## config.mk

```make
export PLATFORM = sky130hd
export DESIGN_NAME = barrel_rshift_pipe_16bit
export DESIGN_NICKNAME = d
export VERILOG_FILES = /design/src/rtl/alu_shift_pkg.sv /design/src/rtl/rshift_stage.sv /design/src/rtl/barrel_rshift_pipe_16bit.sv
export SDC_FILE = /design/constraint.sdc
export NUM_CORES = 1
export LEC_CHECK = 0
export ABC_AREA = 1
export ABC_CLOCK_PERIOD_IN_PS = 3800
export CORE_MARGIN = 2
export CORE_UTILIZATION = 55
export CTS_CLUSTER_DIAMETER = 100
export DETAILED_ROUTE_END_ITERATION = 16
export PLACE_DENSITY = 0.79
export SLEW_MARGIN = 15
export SYNTH_ARGS = -nofsm -noshare
export SYNTH_HDL_FRONTEND = slang
export SYNTH_SLANG_ARGS = --single-unit
```

## constraint.sdc

```tcl
create_clock -name clk -period 3.8 [get_ports clk]
set_input_delay 0.95 -clock clk [delete_from_list [all_inputs] [get_ports clk]]
set_output_delay 0.95 -clock clk [all_outputs]
set_load 0.03 [all_outputs]
```

## src/rtl/alu_shift_pkg.sv

```systemverilog
// Shared definitions for the ALU shift path: widths, shift modes and the
// per-stage operation payload carried down the right-shift pipeline.
package alu_shift_pkg;

  localparam int unsigned WIDTH = 16;
  localparam int unsigned SHW   = 4;

  localparam logic [1:0] SH_LOGIC = 2'b00;
  localparam logic [1:0] SH_ARITH = 2'b01;
  localparam logic [1:0] SH_ROT   = 2'b10;

  typedef struct packed {
    logic [SHW-1:0]   ctrl;
    logic [1:0]       mode;
    logic             fill;
    logic [WIDTH-1:0] data;
  } shift_op_t;

endpackage

```

## src/rtl/rshift_stage.sv

```systemverilog
// One registered log-shift stage: shifts right by AMT when its ctrl bit is set,
// with a local valid bit and elastic load/ready logic.
module rshift_stage
  import alu_shift_pkg::*;
#(
  parameter int unsigned AMT = 1
) (
  input  logic      clk,
  input  logic      rst,
  input  logic      i_valid,
  input  shift_op_t i_op,
  input  logic      i_down_ready,
  output logic      o_ready_c,
  output logic      o_valid,
  output shift_op_t o_op
);

  localparam int unsigned CBIT = $clog2(AMT);

  logic      r_valid;
  shift_op_t r_op;
  shift_op_t w_next;

  // Rotate recirculates the low bits; other modes shift in the captured fill bit.
  always_comb begin
    w_next = i_op;
    if (i_op.ctrl[CBIT]) begin
      if (i_op.mode == SH_ROT) begin
        w_next.data = {i_op.data[AMT-1:0], i_op.data[WIDTH-1:AMT]};
      end else begin
        w_next.data = {{AMT{i_op.fill}}, i_op.data[WIDTH-1:AMT]};
      end
    end
  end

  assign o_ready_c = !r_valid || i_down_ready;

  always_ff @(posedge clk or posedge rst) begin
    if (rst) begin
      r_valid <= 1'b0;
      r_op    <= '0;
    end else if (o_ready_c) begin
      r_valid <= i_valid;
      if (i_valid) begin
        r_op <= w_next;
      end
    end
  end

  assign o_valid = r_valid;
  assign o_op    = r_op;

endmodule

```

## src/rtl/barrel_rshift_pipe_16bit.sv

```systemverilog
// Four-stage pipelined 16-bit right barrel shifter (logical, arithmetic, rotate)
// with valid/ready on both sides and a combinational ready chain.
module barrel_rshift_pipe_16bit
  import alu_shift_pkg::*;
(
  input  logic             clk,
  input  logic             rst,
  input  logic             in_valid,
  output logic             in_ready,
  input  logic [WIDTH-1:0] in,
  input  logic [SHW-1:0]   ctrl,
  input  logic [1:0]       mode,
  output logic             out_valid,
  input  logic             out_ready,
  output logic [WIDTH-1:0] out,
  output logic             busy
);

  logic      w_valid [0:SHW];
  logic      w_ready [0:SHW];
  shift_op_t w_op    [0:SHW];
  logic      w_unused_tail;

  // Fill bit is latched once at accept so later stages need no sign logic.
  always_comb begin
    w_op[0].ctrl = ctrl;
    w_op[0].mode = mode;
    w_op[0].fill = (mode == SH_ARITH) ? in[WIDTH-1] : 1'b0;
    w_op[0].data = in;
  end

  assign w_valid[0]   = in_valid;
  assign w_ready[SHW] = out_ready;

  for (genvar k = 0; k < SHW; k++) begin : g_stage
    rshift_stage #(
      .AMT(WIDTH >> (k + 1))
    ) u_stage (
      .clk         (clk),
      .rst         (rst),
      .i_valid     (w_valid[k]),
      .i_op        (w_op[k]),
      .i_down_ready(w_ready[k+1]),
      .o_ready_c   (w_ready[k]),
      .o_valid     (w_valid[k+1]),
      .o_op        (w_op[k+1])
    );
  end

  always_comb begin
    busy = 1'b0;
    for (int unsigned k = 1; k <= SHW; k++) begin
      busy = busy | w_valid[k];
    end
  end

  assign in_ready      = w_ready[0] & ~rst;
  assign out_valid     = w_valid[SHW];
  assign out           = w_op[SHW].data;
  assign w_unused_tail = ^{w_op[SHW].ctrl, w_op[SHW].mode, w_op[SHW].fill};

endmodule

```

---- After elaboration in Yosys (flattened, before gate mapping) ----
Index checks and enable logic that the tools add are counted.
Widths: inputs -> output; s select.
word-level totals
  register bits after elaboration ......... 83
  latch bits .............................. 0
  RAM bits ................................ 0
  bits in read-only memories .............. 0
  input port bits ......................... 26
  output and inout port bits .............. 19
  logic and storage cells ................. 48
  memories kept ........................... 0
operators by class
  add/sub/neg operators ................... 0
  $mul .................................... 0
  divide/modulo/power cells ............... 0
  order comparisons ....................... 0
  equality and inequality tests ........... 5
  shift-type cells ........................ 0
  muxes and demuxes ....................... 9
  bitwise gates (word level) .............. 5
  reductions and logical operators ........ 12
operator list
  operator            number
  $mux 16             8
  $eq 2x2->1 const B  4
  $reduce_and 2->1    4
  $logic_not 1->1     4
  $logic_or 1x1->1    4
  $or 1x1->1          3
  $eq 2x1->1 const B  1
  $and 1x1->1         1
  $mux 1              1
  $not 1->1           1

---- Logic depth before layout (Yosys ltp) ----
Gate-level depths: netlist (run 1).
  depth after elaboration ................. 6
  mapped depth ............................ 8
  mapped depth without buffers ............ 7

---- Modules after synthesis ----
A second synthesis (run 1) with hierarchy kept.
unflattened totals
  cells, all modules ...................... 615
  area total of the unflattened synthesis .. 4,869.7 µm²
modules (own cells, without submodules)
  module                             instances  cells each  area an instance (µm²)  sequential area each (µm²)
  rshift_stage (g_stage[3].u_stage)  1          135         1,248.7                 600.6
  rshift_stage (g_stage[2].u_stage)  1          152         1,218.7                 600.6
  rshift_stage (g_stage[0].u_stage)  1          165         1,211.2                 600.6
  rshift_stage (g_stage[1].u_stage)  1          156         1,162.4                 600.6
  barrel_rshift_pipe_16bit           1          7           28.8                    0.0

---- Least setup slack after synthesis (run 1) ----
Ideal clock, no wire load.
  path type ............................... input to output
  start point ............................. input out_ready
  end point ............................... output in_ready
  data arrival time ....................... 1.556 ns
  setup slack ............................. 1.294 ns
  cell stages on the path ................. 4
  path buffers ............................ 0
  cells stage by stage .................... inv_1 nand4_1 nor2_1 nor2_1
between the ends
  word-level cells in the longest chain between the ends .. 5
RTL lines
  element                         line                            RTL
  start: declaration              barrel_rshift_pipe_16bit.sv:14  input logic out_ready,
  $logic_or 1x1->1 (4 in series)  rshift_stage.sv:36              assign o_ready_c = !r_valid || i_down_ready;
  $and 1x1->1                     barrel_rshift_pipe_16bit.sv:57  assign in_ready = w_ready[0] & ~rst;
  end: declaration                barrel_rshift_pipe_16bit.sv:9   output logic in_ready,
Every way passes these cells.

---- Final worst setup path (run 1) ----
Same ends and word-level chain as after synthesis.

==> reports/results.md, run 1 <==
| Parameter | Reported | Unit |
|---|---|---|
| Commonest cells after routing, fill and taps aside | sky130_fd_sc_hd__nand2_1, sky130_fd_sc_hd__dfrtp_1, sky130_fd_sc_hd__clkdlybuf4s50_1 | - |
| Num CTS Buffers | 9 | - |
| Critical-path top delay cell | sky130_fd_sc_hd__clkdlybuf4s50_1 | - |
| Worst hold path class | reg2reg | - |
| Number of buffers inserted by port buffering | 44 | - |
| Origin of the worst min-delay path | g_stage[0].u_stage.o_op[5]$_DFFE_PP0P_ | - |
| Delay of the slowest cell on the worst path | 0.67 | ns |
| #FFs+latches synth | 83 | - |
| Highest clock frequency the design can meet | 294 | MHz |
| Worst-case reg-to-reg path depth | 6 | - |
| Cell type group with the largest total delay on the critical path | buffers and inverters | - |
| Setup Total Neg Slack | 0 | ns |
| Post-placement worst setup slack | 0.387 | ns |
| Clock skew after layout | 0.0122 | ns |
| Number of setup buffers added after CTS | 0 | - |
| Hold endpoint | g_stage[0].u_stage.o_op[5]$_DFFE_PP0P_ | - |
| Core region area | 7180 | um^2 |
| Xor and xnor fraction of the mapped netlist area | 0 | % |
| Worst Setup Slack, final | 0.393 | ns |
| Reported max-cap violation count | 0 | - |
| Post-detailed-route wirelength per cell | 11.1 | um |
| Dominant combinational cell family by area after synthesis | simple AND/OR/NAND/NOR gates | - |
| Yosys cell types | 24 | - |
| Kind of end point of the critical path | primary output | - |
| Worst-path cell chain | clkdlybuf4s50_1 > inv_1 > nand4_1 > nor2_1 > nor2_1 > clkdlybuf4s50_1 | - |
| Multiplexer share of the synthesized area | 0.557 | % |
| Vias | 3333 | - |
| Hold_ws | 0.484 | ns |
| Number of design-rule violations left by the first detailed-router iteration | 134 | - |
| Proportion of power drawn by combinational gates | 31.5 | % |
| Post-synth design cell area | 4040 | um^2 |
| Hold buffers post-CTS | 0 | - |
| Sequential share of power | 48.6 | % |
| Wirelength, routed | 7550 | um |
| Final GP Congestion | 0.786 | - |
| Final Critical Period | 3.41 | ns |
| Combined global-route utilization of all metal layers | 19.9 | % |
| Clock slew at the register clock pins of the worst setup and hold paths | 0.08 | ns |
| Final Hold Violating Endpoints | 0 | - |
| DIE WIDTH | 89.7 | um |
| Kind of critical path | in2out | - |
| Routed via count divided by cell count | 4.89 | - |
| Area added between synthesis and finish | 14.9 | % |
| Power density of the placed cells | 581 | nW/um^2 |
| Placement row count | 31 | - |
| Outcome | completed | - |
| N_diodes | 0 | - |
| P_int | 1.71 | mW |
| Clk sink count | 83 | - |
| Worst reg2reg startpoint | g_stage[3].u_stage.o_valid$_DFFE_PP0P_ | - |
| Global-route wire length before repair | 13300 | um |
| Post-synthesis compound-gate area fraction | 8.26 | % |
| Synthesized area per cell | 7.38 | um^2 |
| CTS Root Buffer Type | sky130_fd_sc_hd__clkbuf_8 | - |
| Routed Antenna Nets | 0 | - |
| DR DRC count | 0 | - |
| Die area | 8050 | um^2 |
| Antenna violations before repair | 0 | - |
| Max clock buf depth | 2 | - |
| Detailed-routing iteration count for the pre-antenna-repair pass | 5 | - |
| Commonest non-fill, non-tap cell in the layout | sky130_fd_sc_hd__nand2_1 | - |
| Die Height | 89.7 | um |
| Capture point of the worst reg-to-reg path | g_stage[0].u_stage.o_op[15]$_DFFE_PP0P_ | - |
| Switching power | 0.987 | mW |
| Period Utilization, post-route | 89.7 | % |
| Share of synthesized cell area in and, or, nand and nor gates | 32.7 | % |
| TritonCTS clock tree | done | - |
| I/O pin total | 45 | - |
| Warnings, synthesis | 0 | - |
| Instance count along the most critical hold path | 2 | - |
| Post-synthesis share of cell area spent on full adders, half adders and majority gates | 0 | % |
| Number of max-slew violations in the final report | 0 | - |
| Largest net degree at the start of global routing | 33 | - |
| Synthesized netlist net count | 574 | - |
| Crit path required time | 2.85 | ns |
| Count of buffer and inverter cells on the critical path | 3 | - |
| Post-route non-filler standard cell count | 681 | - |
| Net Sw Frac | 36.5 | % |
| Later-pin clock latency in the skew report | 0.34 | ns |
| Half-perimeter wire length of the detailed placement result | 5730 | um |
| Final nets | 604 | - |
| Endpoint arrival time on the critical path | 2.46 | ns |
| Cells after synthesis | 548 | - |
| Cells after DPL | 666 | - |
| Crit path max fanout | 3 | - |
| Leakage Power | 2.37 | nW |
| Portion of total power attributed to the clock network | 19.8 | % |
| RSZ-0062 raised after global routing | false | - |
| Cts repair resizes | 0 | - |
| Share of the yosys chip area belonging to registers | 51.4 | % |
| Initial core utilization | 56.3 | % |
| Slew margin rel. | 48.5 | % |
| Final setup fails | 0 | - |
| Setup slack on the worst flop-to-flop path | 1.95 | ns |
| Ratio of cells with drive above 1 in the final layout | 4.98 | % |
| H-tree depth reported by CTS | 3 | - |
| Worst Setup Start Kind | primary input | - |
| GR Overflow Total | 0 | - |
| Number of global-route vias before repair | 3129 | - |
| Max IR drop VDD | 0.176 | mV |
| Slew at the pin with the worst max-slew slack | 0.771 | ns |
cell usage after synthesis, drive strengths merged:
cell    instances  area share (%)
nor2           35             3.3
nand3          24             3.0
buf            18             2.6
o21ai          40             5.3
mux2            2            0.56
dfrtp          83              51
a21oi           2            0.25
o211ai          2            0.37
nand3b          1            0.19
inv            38             3.5
nand2         275              26
a31oi          15             2.3
nand4           3            0.62
clkbuf         10            0.96
final cells by class:
type                    count  area [um^2]
clock inverters             3         15.0
well taps                  99          124
multi-input cells         399         1680
repair buffers             47          463
clock buffers              12          145
flip-flops and latches     83         2080
inverters                  38          143
fillers                   645         2530
registers in the layout, summed over array words and instances (netlist names):
register	cells
g_stage.u_stage.o_op	79
g_stage.u_stage.o_valid	4
power groups by stage:
stage               clock network, mW  logic [mW]  registers, mW
detailed placement                  0       0.857           1.33
CTS                             0.543       0.861           1.31
floorplan                           0       0.501           1.40
finish                          0.536       0.852           1.31
global placement                    0       0.835           1.31
global route                    0.585       0.959           1.35
worst max-delay path by stage:
| stage | from | to | slack, ns | depth (start not counted) |
|---|---|---|---|---|
| after global placement | out_ready | in_ready | 0.41 | 6 |
| after global routing | out_ready | in_ready | 0.33 | 6 |
| after CTS | out_ready | in_ready | 0.39 | 6 |
| final | out_ready | in_ready | 0.39 | 6 |
| after floorplan | rst | g_stage[0].u_stage.o_op[0]$_DFFE_PP0P_ | 0.71 | 1 |
| after detailed placement | out_ready | in_ready | 0.39 | 6 |
cell families after synthesis:
family | after synthesis
AOI/OAI and AO/OA | 59
buffers and inverters | 66
DFF | 83
muxes | 2
and+or+nand+nor | 338
layer usage:
layer | track usage [%] | part of all wire (%) | vias up
met2 | 36.1 | 50 | 59
met5 | 0 | 0 | -
met1 | 23.4 | 45 | 1492
met3 | 3.35 | 3.3 | 13
li1 | - | - | 1769
met4 | 8.46 | 1.8 | 0
worst register-to-register path, stage by stage (launching register included):
cell	delay [ns]
sky130_fd_sc_hd__dfrtp_1	0.42
sky130_fd_sc_hd__inv_2	0.06
sky130_fd_sc_hd__nor2_2	0.11
sky130_fd_sc_hd__nand4_2	0.33
sky130_fd_sc_hd__nand2_1	0.64
sky130_fd_sc_hd__nand2_1	0.13
sky130_fd_sc_hd__nand2_1	0.10
through the flow:
step / utilization [%] / total power [mW] / cell area (um^2)
floorplan: - / 1.91 / 4040
global placement: 62.5 / 2.15 / 4480
detailed placement: 62.5 / 2.19 / 4480
CTS: 64.7 / 2.72 / 4640
global route: 64.7 / 2.90 / 4640
finish: 64.7 / 2.70 / 4640
(Power assumes the default switching activity.)
==> run 2, diff against run 1 <==
CORE_ASPECT_RATIO = 0.5   (was unset)
PLACE_DENSITY = 0.78   (was 0.79)
==> run 2 against run 1 <==
Against the previous run:
- fmax shrank 1.4%
- global-route usage grew 2.7 points
- sequential cell count is the same
- die area grew 0.52%
- worst setup slack lost 0.048 ns
- clock skew shrank 0.0069 ns
- sequential share of layout area shrank 1.8 points
- critical path depth is the same
- sequential power is essentially flat
- routed wire length grew 11%
- worst hold slack gained 0.0029 ns
- largest power group unchanged
==> reports/results.md, run 2 (synthesis results as in run 1) <==
| Parameter | Reported | Unit | Delta |
|---|---|---|---|
| Detailed-routing iteration count for the pre-antenna-repair pass | 4 | - | -1 |
| Proportion of power drawn by combinational gates | 27.1 | % | -4.4 points |
| Wirelength, routed | 8360 | um | +11% |
| Combined area of the multi-input logic cells | 1680 | um^2 | unchanged |
| Number of buffers inserted by port buffering | 44 | - | unchanged |
| Crit path required time | 2.85 | ns | about the same |
| Die Height | 64.6 | um | -28% |
| Kind of critical path | in2out | - |  |
| Antenna violations before repair | 0 | - | unchanged |
| Final total power | 3.19 | mW | +18% |
| Endpoint arrival time on the critical path | 2.50 | ns | +0.04 ns |
| Net Sw Frac | 33.4 | % | -3.2 points |
| Power density of the placed cells | 660 | nW/um^2 | +13% |
| Post-detailed-route wirelength per cell | 12.3 | um | +11% |
| Max IR drop VDD | 0.269 | mV | +53% |
| TritonCTS clock tree | done | - |  |
| Count of fill cells added during filler insertion | 622 | - | -3.6% |
| Initial core utilization | 56.1 | % | -0.28 points |
| Largest net degree at the start of global routing | 36 | - | +9.1% |
| Area added between synthesis and finish | 19.7 | % |  |
| Slew margin rel. | 46.4 | % | -2.1 points |
| Routed Antenna Nets | 0 | - | unchanged |
| Reported max-cap violation count | 0 | - | unchanged |
| Critical-path top delay cell | sky130_fd_sc_hd__clkdlybuf4s50_1 | - |  |
| Hold buffers post-CTS | 0 | - | unchanged |
| DR DRC count | 0 | - | unchanged |
| Worst Setup Slack, final | 0.346 | ns | -0.0475 ns |
| Sequential share of power | 41.5 | % | -7.1 points |
| Commonest non-fill, non-tap cell in the layout | sky130_fd_sc_hd__nand2_1 | - |  |
| DIE WIDTH | 125 | um | +40% |
| Switching power | 1.07 | mW | +8.0% |
| RSZ-0062 raised after global routing | false | - |  |
| Combined global-route utilization of all metal layers | 22.6 | % | +2.7 points |
| Cells after DPL | 664 | - | -0.30% |
| Cts repair resizes | 0 | - | unchanged |
| N_diodes | 0 | - | unchanged |
| Half-perimeter wire length of the detailed placement result | 5850 | um | +2.0% |
| Clk sink count | 83 | - | unchanged |
| Kind of end point of the critical path | primary output | - |  |
| Cell type group with the largest total delay on the critical path | buffers and inverters | - |  |
| P_int | 2.13 | mW | +24% |
| Period Utilization, post-route | 90.9 | % | +1.3 points |
| Clock slew at the register clock pins of the worst setup and hold paths | 0.06 | ns | -0.02 ns |
| Final Hold Violating Endpoints | 0 | - | unchanged |
| Delay of the slowest cell on the worst path | 0.67 | ns | about the same |
| Register cell area after layout | 2080 | um^2 | unchanged |
| H-tree depth reported by CTS | 3 | - | unchanged |
| Die area | 8090 | um^2 | +0.52% |
| Setup Total Neg Slack | 0 | ns | unchanged |
| Num CTS Buffers | 9 | - | unchanged |
| Worst Setup Start Kind | primary input | - |  |
| Ratio of cells with drive above 1 in the final layout | 5.65 | % | +0.67 points |
| Outcome | completed | - |  |
| Leakage Power | 2.46 | nW | +3.7% |
| Hold_ws | 0.487 | ns | +0.00294 ns |
| Final nets | 605 | - | +0.17% |
| CTS Root Buffer Type | sky130_fd_sc_hd__clkbuf_16 | - |  |
| Later-pin clock latency in the skew report | 0.34 | ns | about the same |
| Routed via count divided by cell count | 4.95 | - | +1.2% |
| Max reg flops | 79 | - | unchanged |
| Placement row count | 22 | - | -29% |
| Commonest cells after routing, fill and taps aside | sky130_fd_sc_hd__nand2_1, sky130_fd_sc_hd__dfrtp_1, sky130_fd_sc_hd__clkdlybuf4s50_1 | - |  |
| Global-route wire length before repair | 14600 | um | +9.7% |
| Number of global-route vias before repair | 3080 | - | -1.6% |
| Number of design-rule violations left by the first detailed-router iteration | 246 | - | +84% |
| Vias | 3368 | - | +1.1% |
| Number of setup buffers added after CTS | 0 | - | unchanged |
| Portion of total power attributed to the clock network | 31.4 | % | +12 points |
| Final GP Congestion | 0.813 | - | +3.3% |
| Post-route non-filler standard cell count | 680 | - | -0.15% |
| Final setup fails | 0 | - | unchanged |
| Crit path max fanout | 3 | - | unchanged |
| GR Overflow Total | 0 | - | unchanged |
| Number of max-slew violations in the final report | 0 | - | unchanged |
| I/O pin total | 45 | - | unchanged |
| Core region area | 7210 | um^2 | +0.51% |
| Clock skew after layout | 0.00529 | ns | -0.00689 ns |
| Count of buffer and inverter cells on the critical path | 3 | - | unchanged |
| Worst-path cell chain | clkdlybuf4s50_1 > inv_1 > nand4_1 > nor2_1 > nor2_1 > clkdlybuf4s50_1 | - |  |
| Final Critical Period | 3.45 | ns | +0.0475 ns |
| Highest clock frequency the design can meet | 289 | MHz | -1.4% |
| Slew at the pin with the worst max-slew slack | 0.803 | ns | +0.0315 ns |
| Post-placement worst setup slack | 0.358 | ns | -0.0293 ns |
| Worst hold path class | reg2reg | - |  |
| Max clock buf depth | 2 | - | unchanged |
## run 2: cell types whose count changed in the layout (fill, tap and decap cells not counted), sizes merged
cell,change
clkbuf,-2
clkinvlp,+1
buf,+1
bufinv,+3
clkinv,-1
## run 2: worst reg2reg max path: stages (launching register included)
cell,delay (ns)
sky130_fd_sc_hd__dfrtp_1,0.42
sky130_fd_sc_hd__inv_2,0.06
sky130_fd_sc_hd__nor2_2,0.11
sky130_fd_sc_hd__nand4_2,0.33
sky130_fd_sc_hd__nand2_1,0.64
sky130_fd_sc_hd__nand2_1,0.16
sky130_fd_sc_hd__nand2_1,0.11
## run 2: final timing paths
kind | depth (start not counted) | start | slack [ns] | endpoint
min in group asynchronous | 2 | rst | 1.02 | g_stage[0].u_stage.o_op[17]$_DFFE_PP0P_
worst min register to register | 2 | g_stage[0].u_stage.o_op[7]$_DFFE_PP0P_ | 0.49 | g_stage[0].u_stage.o_op[7]$_DFFE_PP0P_
worst min-delay path | 2 | g_stage[0].u_stage.o_op[7]$_DFFE_PP0P_ | 0.49 | g_stage[0].u_stage.o_op[7]$_DFFE_PP0P_
worst max-delay path | 6 | out_ready | 0.35 | in_ready
worst max register to register | 6 | g_stage[3].u_stage.o_valid$_DFFE_PP0P_ | 1.92 | g_stage[0].u_stage.o_op[14]$_DFFE_PP0P_
max in group asynchronous | 3 | rst | 2.11 | g_stage[3].u_stage.o_op[13]$_DFFE_PP0P_
## run 2: final cells by class
class / count / area share (%)
clock inverter: 6 / 2.30
inverter: 38 / 2.97
clock buffer: 10 / 4.94
tap: 96 / 2.48
timing repair buffer: 48 / 9.72
sequential: 83 / 42.9
multi-input combinational: 399 / 34.7
## run 2: routing by layer
metal  track usage, %  vias up  wire length [um]
li1                 -     1772                 -
met1             32.2     1518              4260
met2             35.7       72              3700
met3             4.29        6               343
met4             7.08        0                63
met5                0        -                 0
## run 2: power by group through the flow
stage / clock network, mW / logic [mW] / registers, mW
5_1_grt: 1.05 / 0.968 / 1.37
2_1_floorplan: 0 / 0.501 / 1.40
3_3_place_gp: 0 / 0.842 / 1.33
3_5_place_dp: 0 / 0.860 / 1.34
4_1_cts: 1.01 / 0.872 / 1.32
6_report: 1.00 / 0.865 / 1.33
## run 2: metrics by stage
stage                     util [%]  area, um^2
after global routing          67.1        4840
final                         67.1        4840
after global placement        62.2        4490
after detailed placement      62.2        4490
after CTS                     67.1        4840
after floorplan                  -        4040
==> run 3, diff against run 2 <==
CORE_UTILIZATION = 50   (was 55)
PLACE_DENSITY = 0.72   (was 0.78)
RECOVER_POWER = 100   (was unset)
==> run 3 against run 2 <==
Against the previous run:
- the run now ends with capacitance limit, slew limit left
- sequential power is essentially flat
- sequential cell count did not move
- global-route usage decreased by 2.6 points
- clock power down 21%
- critical path depth is the same
- clock-buffer cell count rose by 1
- sequential share of layout area rose by 0.99 points
- register-to-register slack got worse by 0.22 ns
- largest power group unchanged
==> reports/results.md, run 3 (synthesis results as in run 1) <==
| Parameter | Reported | Unit | Delta |
|---|---|---|---|
| Outcome | finished, violations left | - |  |
| Violations in the final reports | capacitance limit, slew limit | - |  |
| Capture point of the worst reg-to-reg path | g_stage[0].u_stage.o_op[14]$_DFFE_PP0P_ | - |  |
| Combined area of the multi-input logic cells | 1650 | um^2 | -1.6% |
| CTS Root Buffer Type | sky130_fd_sc_hd__clkbuf_16 | - |  |
| Largest net degree at the start of global routing | 84 | - | +130% |
| Final GP Congestion | 0.816 | - | +0.41% |
| Count of fill cells added during filler insertion | 726 | - | +17% |
| Hold buffers post-CTS | 0 | - | unchanged |
| Crit path required time | 2.85 | ns | about the same |
| Origin of the worst min-delay path | g_stage[0].u_stage.o_op[18]$_DFFE_PP0P_ | - |  |
| Setup Total Neg Slack | 0 | ns | unchanged |
| Routed via count divided by cell count | 4.73 | - | -4.5% |
| Global-route wire length before repair | 14100 | um | -3.7% |
| Origin of the worst setup path | out_ready | - |  |
| Core region area | 7910 | um^2 | +9.7% |
| I/O pin total | 45 | - | unchanged |
| Endpoint arrival time on the critical path | 2.61 | ns | +0.11 ns |
| Power density of the placed cells | 617 | nW/um^2 | -6.4% |
| Detailed-routing iteration count for the pre-antenna-repair pass | 4 | - | unchanged |
| TritonCTS clock tree | done | - |  |
| GR Overflow Total | 0 | - | unchanged |
| Critical-path top delay cell | sky130_fd_sc_hd__dlygate4sd3_1 | - |  |
| Worst-case reg-to-reg path depth | 6 | - | unchanged |
| Worst Setup Start Kind | primary input | - |  |
| Period Utilization, post-route | 93.7 | % | +2.8 points |
| Wirelength, routed | 8190 | um | -2.1% |
| Clock skew after layout | 0.00891 | ns | +0.00363 ns |
| Commonest non-fill, non-tap cell in the layout | sky130_fd_sc_hd__nand2_1 | - |  |
| Delay of the slowest cell on the worst path | 0.68 | ns | about the same |
| Ratio of cells with drive above 1 in the final layout | 3.27 | % | -2.4 points |
| Instance count along the most critical hold path | 2 | - | unchanged |
| H-tree depth reported by CTS | 3 | - | unchanged |
| Cell type group with the largest total delay on the critical path | buffers and inverters | - |  |
| DR DRC count | 0 | - | unchanged |
| Max clock buf depth | 2 | - | unchanged |
| Final nets | 603 | - | -0.33% |
| Initial core utilization | 51.1 | % | -5.0 points |
| Max IR drop VDD | 0.282 | mV | +4.6% |
| Slew at the pin with the worst max-slew slack | 1.99 | ns | +1.18 ns |
| Vias | 3278 | - | -2.7% |
| Hold endpoint | g_stage[0].u_stage.o_op[18]$_DFFE_PP0P_ | - |  |
| Number of max-slew violations in the final report | 84 | - | +84 |
| Cells after DPL | 678 | - | +2.1% |
| Kind of critical path | in2out | - |  |
| Clock slew at the register clock pins of the worst setup and hold paths | 0.06 | ns | about the same |
| Number of setup buffers added after CTS | 0 | - | unchanged |
| Die area | 8860 | um^2 | +9.5% |
| Routed Antenna Nets | 0 | - | unchanged |
| Final Critical Period | 3.56 | ns | +0.105 ns |
| Kind of end point of the critical path | primary output | - |  |
| Clk sink count | 83 | - | unchanged |
| Count of buffer and inverter cells on the critical path | 3 | - | unchanged |
| Register cell area after layout | 2080 | um^2 | unchanged |
| Num CTS Buffers | 9 | - | unchanged |
| Setup slack on the worst flop-to-flop path | 1.70 | ns | -0.22 ns |
| Placement row count | 23 | - | +4.5% |
| Cts repair resizes | 0 | - | unchanged |
| Die Height | 67.6 | um | +4.6% |
| Crit path max fanout | 3 | - | unchanged |
| Max reg flops | 79 | - | unchanged |
| Antenna violations before repair | 0 | - | unchanged |
| N_diodes | 0 | - | unchanged |
| Post-route non-filler standard cell count | 693 | - | +1.9% |
| Commonest cells after routing, fill and taps aside | sky130_fd_sc_hd__nand2_1, sky130_fd_sc_hd__dfrtp_1, sky130_fd_sc_hd__o21ai_0 | - |  |
| DIE WIDTH | 131 | um | +4.7% |
| Worst reg2reg startpoint | g_stage[3].u_stage.o_valid$_DFFE_PP0P_ | - |  |
| Slew margin rel. | -32.3 | % | -79 points |
| Half-perimeter wire length of the detailed placement result | 5740 | um | -1.8% |
| Later-pin clock latency in the skew report | 0.33 | ns | about the same |
| Leakage Power | 2.40 | nW | -2.3% |
| Worst hold path class | reg2reg | - |  |
| Highest clock frequency the design can meet | 281 | MHz | -2.9% |
| Number of global-route vias before repair | 2986 | - | -3.1% |
| Number of design-rule violations left by the first detailed-router iteration | 197 | - | -20% |
| Combined global-route utilization of all metal layers | 20.0 | % | -2.6 points |
| Post-detailed-route wirelength per cell | 11.8 | um | -3.9% |
| Worst-path cell chain | dlygate4sd3_1 > inv_1 > nand4_1 > nor2_1 > nor2_1 > dlygate4sd3_1 | - |  |
| Area added between synthesis and finish | 17.0 | % |  |
| Final setup fails | 0 | - | unchanged |
| Final Hold Violating Endpoints | 0 | - | unchanged |
| RSZ-0062 raised after global routing | false | - |  |
| Reported max-cap violation count | 1 | - | +1 |
| Number of buffers inserted by port buffering | 44 | - | unchanged |
run 3: cell count changes in the layout (fill, tap and decap cells not counted), moves of 2 or more:
cell | previous run | this run
sky130_fd_sc_hd__buf_4 | 4 | 0
sky130_fd_sc_hd__inv_2 | 3 | 1
sky130_fd_sc_hd__bufinv_16 | 3 | 0
sky130_fd_sc_hd__dlygate4sd3_1 | 0 | 21
sky130_fd_sc_hd__clkdlybuf4s50_1 | 44 | 23
sky130_fd_sc_hd__o21ai_2 | 4 | 0
sky130_fd_sc_hd__o21ai_0 | 30 | 40
sky130_fd_sc_hd__inv_1 | 34 | 36
sky130_fd_sc_hd__clkbuf_1 | 0 | 2
sky130_fd_sc_hd__o21ai_1 | 6 | 0
run 3: stage by stage:
step                cell area (um^2)  hold WS [ns]  util, %  total power, mW  worst slack, ns
global route                    4730         0.501     59.8             3.11            0.148
floorplan                       4040         0.442        -             1.91            0.713
detailed placement              4510         0.461     56.9             2.20            0.389
global placement                4510         0.457     56.9             2.18            0.403
CTS                             4780         0.476     60.3             2.99            0.378
finish                          4730         0.474     59.8             2.92            0.241
run 3: tightest hold or removal path: stages, from the launching register on:
cell and delay (ns):
sky130_fd_sc_hd__dfrtp_1 0.34, sky130_fd_sc_hd__nand2_1 0.05, sky130_fd_sc_hd__nand2_1 0.05
run 3: area by class of cell:
cell class	count	share of cell area, %
clock buffer	11	5.13
clock inverter	4	0.555
inverter	38	3.04
multi-input combinational	399	34.9
sequential	83	43.9
tap	112	2.96
timing repair buffer	46	9.49
run 3: worst max-delay path by stage:
stage / end / slack (ns) / cells after the start
floorplan: g_stage[0].u_stage.o_op[0]$_DFFE_PP0P_ / 0.71 / 1
global placement: in_ready / 0.40 / 6
detailed placement: in_ready / 0.39 / 6
CTS: in_ready / 0.38 / 6
global route: in_ready / 0.15 / 6
finish: in_ready / 0.24 / 6
run 3: per-layer routing:
| layer | wire, um | vias to the layer above | GRT usage [%] |
|---|---|---|---|
| met5 | 0 | - | 0 |
| met4 | 56 | 0 | 6.11 |
| met3 | 304 | 4 | 4.35 |
| met2 | 3390 | 60 | 31.1 |
| met1 | 4440 | 1451 | 28.5 |
| li1 | - | 1763 | - |
run 3: report_power, final:
group | internal, mW | total, mW | leakage [nW] | switching [mW]
combinational | 0.305 | 0.817 | 1.23 | 0.511
clock | 0.456 | 0.786 | 0.132 | 0.329
sequential | 1.13 | 1.32 | 1.04 | 0.192
